===== config.mk =====
export PLATFORM = sky130hd
export DESIGN_NAME = datapath
export DESIGN_NICKNAME = d
export VERILOG_FILES = /design/src/rtl/datapath.sv
export SDC_FILE = /design/constraint.sdc
export NUM_CORES = 1
export LEC_CHECK = 0
export ABC_AREA = 1
export CORE_MARGIN = 5
export CORE_UTILIZATION = 36
export CTS_BUF_LIST = sky130_fd_sc_hd__clkbuf_4
export DETAILED_ROUTE_END_ITERATION = 10
export SETUP_SLACK_MARGIN = 0.5
export SYNTH_ARGS = -nofsm -noshare
export SYNTH_HDL_FRONTEND = slang
export SYNTH_SLANG_ARGS = --single-unit
export TNS_END_PERCENT = 100

===== constraint.sdc =====
create_clock -name clk -period 2.3 [get_ports clk]
set_input_delay 0.23 -clock clk [delete_from_list [all_inputs] [get_ports clk]]
set_output_delay 0.23 -clock clk [all_outputs]
set_load 0.005 [all_outputs]

===== src/rtl/datapath.sv =====
// Four-bit accumulator datapath: input register with data/feedback mux, A/B operand demux, 3-bit-opcode ALU.
// Optional DATAPATH_OUT_REG_EN registers resultado/carry_out (and the feedback path uses the registered value).
module datapath (
    input  logic       clk,
    input  logic       rst,
    input  logic [3:0] dados,
    input  logic       sel21,
    input  logic       sel12,
    input  logic [2:0] operacao,
    output logic [3:0] resultado,
    output logic       carry_out
);

    localparam int unsigned W = 4;

    typedef enum logic [2:0] {
        OP_AND  = 3'b000,
        OP_OR   = 3'b001,
        OP_ADD  = 3'b010,
        OP_SUB  = 3'b011,
        OP_XOR  = 3'b100,
        OP_NOT  = 3'b101,
        OP_PASA = 3'b110,
        OP_PASB = 3'b111
    } op_e;

    logic [W-1:0] r_q;
    logic [W-1:0] a_q;
    logic [W-1:0] b_q;
    logic [W-1:0] alu_res;
    logic         alu_carry;
    logic [W:0]   wide;
    logic [W-1:0] feedback;

    // ALU; the 5-bit wide result carries ADD's carry and SUB's borrow in its MSB
    always_comb begin
        alu_res   = '0;
        alu_carry = 1'b0;
        wide      = '0;
        case (op_e'(operacao))
            OP_AND:  alu_res = a_q & b_q;
            OP_OR:   alu_res = a_q | b_q;
            OP_ADD: begin
                wide      = {1'b0, a_q} + {1'b0, b_q};
                alu_res   = wide[W-1:0];
                alu_carry = wide[W];
            end
            OP_SUB: begin
                wide      = {1'b0, a_q} - {1'b0, b_q};
                alu_res   = wide[W-1:0];
                alu_carry = wide[W];
            end
            OP_XOR:  alu_res = a_q ^ b_q;
            OP_NOT:  alu_res = ~a_q;
            OP_PASA: alu_res = a_q;
            OP_PASB: alu_res = b_q;
            default: alu_res = '0;
        endcase
    end

`ifdef DATAPATH_OUT_REG_EN
    logic [W-1:0] res_q;
    logic         carry_q;

    always_ff @(posedge clk) begin
        if (rst) begin
            res_q   <= '0;
            carry_q <= 1'b0;
        end else begin
            res_q   <= alu_res;
            carry_q <= alu_carry;
        end
    end

    assign resultado = res_q;
    assign carry_out = carry_q;
`else
    assign resultado = alu_res;
    assign carry_out = alu_carry;
`endif

    assign feedback = resultado;

    // Operands capture the pre-edge R value while R reloads every cycle
    always_ff @(posedge clk) begin
        if (rst) begin
            r_q <= '0;
            a_q <= '0;
            b_q <= '0;
        end else begin
            r_q <= sel21 ? feedback : dados;
            if (!sel12) a_q <= r_q;
            else        b_q <= r_q;
        end
    end

endmodule


Word-level counts from Yosys, hierarchy flattened
Cells that the tools add are included.
- add/sub/neg operators: 2
- bitwise operators: 4
- mux-type cells: 3
- equal/unequal tests: 7
- reductions and logical operators: 1
- operator list (operator ; number):
    4-bit case mux with 8 select lines ; 1
    3-bit == test, second input constant ; 4
    3-bit by 2-bit == test with 1-bit output, second input constant ; 2
    4-bit by 4-bit adder with 5-bit output ; 1
    4-bit by 4-bit subtractor with 5-bit output ; 1
    4-bit AND ; 1
    4-bit 2-to-1 mux ; 1
    4-bit NOT ; 1
    4-bit bitwise OR ; 1
    4-bit bitwise XOR ; 1
    3-bit by 1-bit == test with 1-bit output, second input constant ; 1
    3-bit logical NOT ; 1
    1-bit case mux with 2 select lines ; 1
- output and inout bits: 5
- word-level logic and storage cells: 20
- register bits: 12
- input bits: 11

Logic depth before layout (Yosys ltp)
Gate-level depths: netlist (run 1).
- depth in word-level cells: 3
- depth in mapped cells: 11
- gate-level depth less buffers: 11

Worst setup path after synthesis (run 1)
No wires, ideal clock.
- path type: reg2reg
- start point: reg a_q[0]
- end point: reg r_q[2]
- data required time: 2.187 ns
- slack: 0.514 ns
- path buffers: 0
- period minus slack after synthesis: 1.786 ns
- library setup time: 0.113 ns
- cell stages (with the launch flop): 11
- arrival time: 1.673 ns
- cell sequence: dfxtp_1 > inv_1 > ha_1 > fa_1 > or2_1 > nand3_1 > nand2_1 > nor2_2 > nand3_2 > o21ai_1 > inv_1
- cells in the longest elaborated chain, start to end: 3
- elaborated cells between the ends (all ways): 4
- those cells by class: add/sub: 2; mux: 2
- ends and longest elaborated chain (element ; RTL line ; RTL):
    from (decl) ; 28 ; logic [W-1:0] a_q;
    from (signal assigned) ; 92 ; if (!sel12) a_q <= r_q;
    4-bit by 4-bit subtractor with 5-bit output / 4-bit by 4-bit adder with 5-bit output (equally long branches) ; 49, 44 ;
    4-bit case mux with 8 select lines * ; 40 ; case (op_e'(operacao))
    named net resultado[2] ; 10 ; output logic [3:0] resultado,
    4-bit 2-to-1 mux * ; 91 ; r_q <= sel21 ? feedback : dados;
    to (signal assigned) ; 91 ;
    to (decl) ; 27 ; logic [W-1:0] r_q;
The timed path passes the listed nets; every way through them passes the cells marked *.
A chain may end at the register's enable or synchronous reset.

Final worst setup path (run 1)
- start point: reg a_q[0]
- end point: out resultado[1]
- cells in the longest elaborated chain, start to end: 2
- elaborated cells between the ends (all ways): 3
- those cells by class: add/sub: 2; mux: 1
- ends and longest elaborated chain (element ; RTL line):
    4-bit by 4-bit subtractor with 5-bit output / 4-bit by 4-bit adder with 5-bit output (equally long branches) ; 49, 44
    4-bit case mux with 8 select lines * ; 40
    to (decl) ; 10
Every way passes the cells marked *; elsewhere a longest branch is shown, timed or not.

==> results of run 1 <==
## metal layers
| layer | vias up | wire length (um) |
|---|---|---|
| met4 | 0 | 35 |
| met3 | 4 | 139 |
| met5 | - | 0 |
| met2 | 35 | 1593 |
| met1 | 548 | 1408 |
| li1 | 604 | - |
## worst max path at each step
stage	from	endpoint	cells after the start	slack (ns)
floorplan	a_q[0]	r_q[2]	10	0.51
global placement	operacao[1]	resultado[3]	10	-0.04
detailed placement	operacao[1]	resultado[3]	10	-0.05
CTS	a_q[0]	resultado[1]	7	0.15
global route	a_q[0]	resultado[1]	7	0.09
finish	a_q[0]	resultado[1]	7	0.19
## final cells by class
cell class | instances | area, um2 | share of cell area [%]
multi-input cells | 118 | 897.1 | 54.28
repair buffers | 40 | 320.3 | 19.38
flip-flops and latches | 12 | 256.5 | 15.52
inverters | 28 | 115.1 | 6.964
well taps | 33 | 41.29 | 2.498
clock buffers | 3 | 22.52 | 1.363
## cell families after synthesis
kind of cell    after synthesis
buf+inv                      33
simple gates                 68
compound gates               36
fa+ha+maj                    14
flops                        12
## critical path, delay by kind of cell, from the launching register on
kind	cells	cell delay [ns]
adders and majority gates	2	0.69
DFF	1	0.38
and+or+nand+nor	3	0.35
buffers and inverters	2	0.19
## per-stage QoR
step                      setup WS [ns]  util, %  std cells
after floorplan                  0.5143        -        163
after global placement         -0.04290    45.83        221
after detailed placement       -0.04730    45.83        221
after CTS                        0.1526    51.88        229
after global routing            0.09171    55.04        234
final                            0.1940    55.04        234
## cells in the final DEF (no fill, tap or decap), types with 7 or more instances in the layout
master / instances
buf_4: 22
o21ai_0: 13
nor2_1: 15
a21oi_1: 12
nand3_2: 8
nand3_1: 9
nand2_1: 19
clkdlybuf4s50_1: 7
inv_1: 19
## what timing repair did
action,4_1_cts,5_1_grt
setup buffers,5,5
pin swaps,12,18
endpoints found under the setup margin,6,7
resized for setup,58,20
## sequential cells by signal, indices dropped and copies added, names as in the netlist
register  flops
r_q           4
a_q           4
b_q           4
## cells in the mapped netlist (2+ instances only)
library cell / instances / area (um2)
inv_1: 26 / 97.59
ha_1: 12 / 150.1
o21ai_0: 15 / 75.07
nor2_2: 3 / 18.77
nand3_1: 14 / 70.07
nand2_2: 2 / 12.51
nor2_1: 19 / 71.32
nand2_1: 20 / 75.07
a21oi_1: 15 / 75.07
nand3_2: 3 / 30.03
o21ai_1: 3 / 15.01
dfxtp_1: 12 / 240.2
clkbuf_1: 2 / 7.510
inv_2: 2 / 7.510
or2_1: 2 / 12.51
fa_1: 2 / 40.04
## power by group through the flow
stage	Clock (mW)	Sequential, mW	Combinational [mW]
floorplan	0	0.238	0.130
global placement	0	0.238	0.232
detailed placement	0	0.238	0.236
CTS	0.133	0.237	0.269
global route	0.143	0.239	0.341
finish	0.126	0.237	0.310
==> impl_metrics.json, run 1 <==
{
  "gp_congestion": 0.8756,
  "ys_seq_area_share_pct": 21.77,
  "hold_path.startpoint": "r_q[2]",
  "synth_adder_area_share_pct": 17.23,
  "design_area_um2": 1653,
  "setup_tns_ns": 0,
  "crit_type": "reg -> out",
  "nFillCells": 279,
  "area_delta_synth_final_pct": 49.77,
  "synth.avg_cell_area_um2": 6.770,
  "io_pins": 16,
  "start_util_pct": 36.75,
  "die_x_um": 65.37,
  "r2r_cells": 9,
  "synth_xor_area_share_pct": 0,
  "finalHoldViolations": 0,
  "use_met2_pct": 28.07,
  "n_antenna_cell": 0,
  "insertion_delay_ns": 0.27,
  "required_ns": 2.07,
  "p_comb_share_pct": 46.1,
  "rr_startpoint": "a_q[0]",
  "grt_pass1_wl_um": 5030,
  "slowest_stage": "fa_2",
  "r2r_end": "r_q[1]",
  "power.share.sequential_pct": 35.3,
  "crit_path_start_kind": "register",
  "switchingPower_uw": 236.3,
  "rsz0062_at_grt": "true",
  "synth_cell_types": 27,
  "cts_buffers": 3,
  "sw_frac_of_total_pct": 35.14,
  "cts_tree": "done",
  "die_y_um": 65.37,
  "finalWorstPathRequiredPeriod_ns": 2.106,
  "drtIter0Drc": 51,
  "path_cells": "inv_4 -> ha_4 -> fa_2 -> nor2_2 -> nor3b_2 -> nand4_2 -> buf_2",
  "synth_cells": 163,
  "yosys.area_share.simple_pct": 31.41,
  "via_per_inst": 5.090,
  "synth_top_family_by_area": "simple AND/OR/NAND/NOR gates",
  "setup_viol": 0,
  "slowest_delay_ns": 0.53,
  "synth_edf_count": 0,
  "cts.path.max_buffers": 2,
  "clk_pin_slew_ns": 0.07,
  "vias": 1191,
  "finalCritPeriodShare_pct": 91.56,
  "fin_total_pwr_uw": 672.6,
  "post-dp-hpwl_um": 2331,
  "r2r_slack_ns": 0.46,
  "p_int_uw": 436.3,
  "rows": 20,
  "p_leak_nw": 0.7572,
  "grt.busiest_layer": "met2",
  "hold_path_end": "a_q[2]",
  "antenna_found_initial": 0,
  "finClkSkew_ns": 0.001006,
  "h-tree-depth": 1,
  "routedWlPerCell_um": 13.58,
  "synth_fp_nets": 188,
  "overflow": 0,
  "cts-root-buf": "clkbuf_4",
  "dieArea_um2": 4273,
  "min_path_cells": 2,
  "synth_ff_type": "dfxtp_1",
  "dpl_cell_area_um2": 1376,
  "worstMarginPinSlew_ns": 0.3962,
  "synth_area_um2": 1104,
  "async_flop_share_pct": 0,
  "grt_pass1_vias": 1147,
  "status": "complete, no violations",
  "report.final.slew_viol_count": 0,
  "fin_nets": 228,
  "met3_usage_pct": 1.538,
  "slew_headroom_pct": 73.59,
  "drv_cap": 0,
  "endpoint_kind": "primary output",
  "crit_fanout": 3,
  "grt_max_degree": 12,
  "pwr-share-clk_pct": 18.7,
  "crit_arrival_ns": 1.88,
  "ys_warn_count": 0,
  "hold_buffers": 0,
  "synth_compound_area_share_pct": 17.23,
  "drt_wl_total_um": 3177,
  "port_buffers": 15,
  "grt_use_total_pct": 15.22,
  "ir_drop_mv": 0.2888,
  "layout-drive-gt1-share_pct": 42.79,
  "muxShareOfSynthArea_pct": 0,
  "first_pass_iters": 4,
  "final_antenna_net_count": 0,
  "cts.sinks": 12,
  "fmax_mhz": 474.8,
  "ys_ff_latch": 12,
  "use_met1_pct": 17.85,
  "powerDensity_nw_per_um2": 406.9,
  "hold_path.class": "reg -> reg",
  "core_area_um2": 3003,
  "drc": 0,
  "fin_hold_ws_ns": 0.5126
}
No activity file was read; power rests on OpenSTA's default activity.
==> run 2: changes to the inputs <==
CAP_MARGIN = 0   (was default)
SETUP_SLACK_MARGIN = 0.1   (was 0.5)
==> impl_metrics.json, run 2 (synthesis results as in run 1) <==
{
  "status": "complete, no violations",
  "min_path_cells": 2,
  "grt_use_total_pct": 14.72,
  "via_per_inst": 5.000,
  "antenna_found_initial": 0,
  "cts.path.max_buffers": 2,
  "place_ws_ns": -0.04730,
  "h-tree-depth": 1,
  "p_leak_nw": 0.7082,
  "rr_startpoint": "a_q[0]",
  "rsz0062_at_grt": "true",
  "timing.critical_path.buf_inv": 2,
  "hold_buffers": 0,
  "fin_total_pwr_uw": 627.0,
  "die_x_um": 65.37,
  "slew_headroom_pct": 74.40,
  "finClkSkew_ns": 0.0008765,
  "routedWlPerCell_um": 13.04,
  "gp_congestion": 0.8756,
  "ir_drop_mv": 0.2849,
  "io_pins": 16,
  "startpoint": "a_q[0]",
  "worstMarginPinSlew_ns": 0.3839,
  "fin_nets": 221,
  "drt_wl_total_um": 2961,
  "required_ns": 2.07,
  "endpoint_kind": "primary output",
  "path_cells": "inv_2 -> ha_2 -> fa_2 -> nor2_1 -> nor3b_2 -> nand4_2 -> buf_2",
  "crit_type": "reg -> out",
  "r2r_cells": 9,
  "hold_path.class": "reg -> reg",
  "port_buffers": 15,
  "crit_path_start_kind": "register",
  "vias": 1135,
  "insertion_delay_ns": 0.27,
  "cts_buffers": 3,
  "slowest_stage": "fa_2",
  "hold_path.startpoint": "r_q[2]",
  "report.final.slew_viol_count": 0,
  "finalWorstPathRequiredPeriod_ns": 2.132,
  "clk_pin_slew_ns": 0.07,
  "grt_pass1_wl_um": 4864,
  "regArea_um2": 255.2,
  "cts.sinks": 12,
  "multi_input_area_um2": 819.5,
  "start_util_pct": 36.75,
  "final_antenna_net_count": 0,
  "setup_slack_ns": 0.1676,
  "path_delay_family": "adder cells",
  "drc": 0,
  "first_pass_iters": 4,
  "post-dp-hpwl_um": 2331,
  "nFillCells": 301,
  "setup_viol": 0,
  "die_y_um": 65.37,
  "dieArea_um2": 4273,
  "n_antenna_cell": 0,
  "design_area_um2": 1514,
  "reg_top3": "a_q: 4 flops, b_q: 4 flops, r_q: 4 flops",
  "cts_tree": "done",
  "drtIter0Drc": 36,
  "cts-root-buf": "clkbuf_4",
  "crit_fanout": 3,
  "final_common_cell": "inv_1",
  "finalCritPeriodShare_pct": 92.71,
  "grt_pass1_vias": 1125,
  "drv_cap": 0,
  "core_area_um2": 3003,
  "dpl_cell_area_um2": 1376,
  "finalHoldViolations": 0,
  "rows": 20,
  "slowest_delay_ns": 0.52,
  "path_depth": 7,
  "powerDensity_nw_per_um2": 414.1,
  "area_delta_synth_final_pct": 37.19,
  "layout-drive-gt1-share_pct": 31.96,
  "grt_max_degree": 12,
  "most-common-layout-cells": "inv_1, nand2_1, buf_4",
  "crit_arrival_ns": 1.90,
  "overflow": 0,
  "final_util_pct": 50.42,
  "fmax_mhz": 469.0,
  "fin_hold_ws_ns": 0.5126
}
-- run 2: what timing repair did --
item                       CTS  global route
setup endpoints to repair    5             5
pin swaps                    6             7
buffers inserted             2             1
resized for setup           31            15
-- run 2: per-stage QoR --
step	cells	TNS, ns
4_1_cts	226	0
3_3_place_gp	221	-0.04290
6_report	227	0
5_1_grt	227	0
2_1_floorplan	163	0
3_5_place_dp	221	-0.04730
-- run 2: cell type report --
class	count	share of cell area (%)
timing repair buffer	33	17.69
clock buffer	3	1.488
multi-input combinational	118	54.13
tap	33	2.727
inverter	28	7.107
sequential	12	16.86
-- run 2: path summary, 6_finish.rpt --
path	endpoint	slack (ns)
hold reg to reg	a_q[2]	0.51
hold / removal	a_q[2]	0.51
setup / recovery	resultado[1]	0.17
setup reg to reg	r_q[1]	0.43
-- run 2: worst register-to-register path: cells and delay by family, from the launching register on --
kind | cells | cell delay [ns]
flip-flops | 1 | 0.37
AND/OR/NAND/NOR | 5 | 0.47
buffers and inverters | 2 | 0.19
adder cells (fa/ha/maj) | 2 | 0.72
-- run 2: power breakdown --
part | internal, mW | switching (mW) | total [mW] | leakage, nW
Combinational | 0.128 | 0.138 | 0.266 | 0.592
Sequential | 0.224 | 0.0125 | 0.236 | 0.102
Clock | 0.0606 | 0.0644 | 0.125 | 0.0138
Total | 0.412 | 0.215 | 0.627 | 0.708
-- run 2: routing by layer --
| layer | global-route usage [%] | vias up | part of all wire [%] | wire [um] |
|---|---|---|---|---|
| li1 | - | 590 | - | - |
| met1 | 17.64 | 511 | 46 | 1350 |
| met2 | 26.68 | 30 | 49 | 1449 |
| met3 | 1.538 | 4 | 4.3 | 126 |
| met4 | 5.699 | 0 | 1.2 | 35 |
| met5 | 0 | - | 0 | 0 |
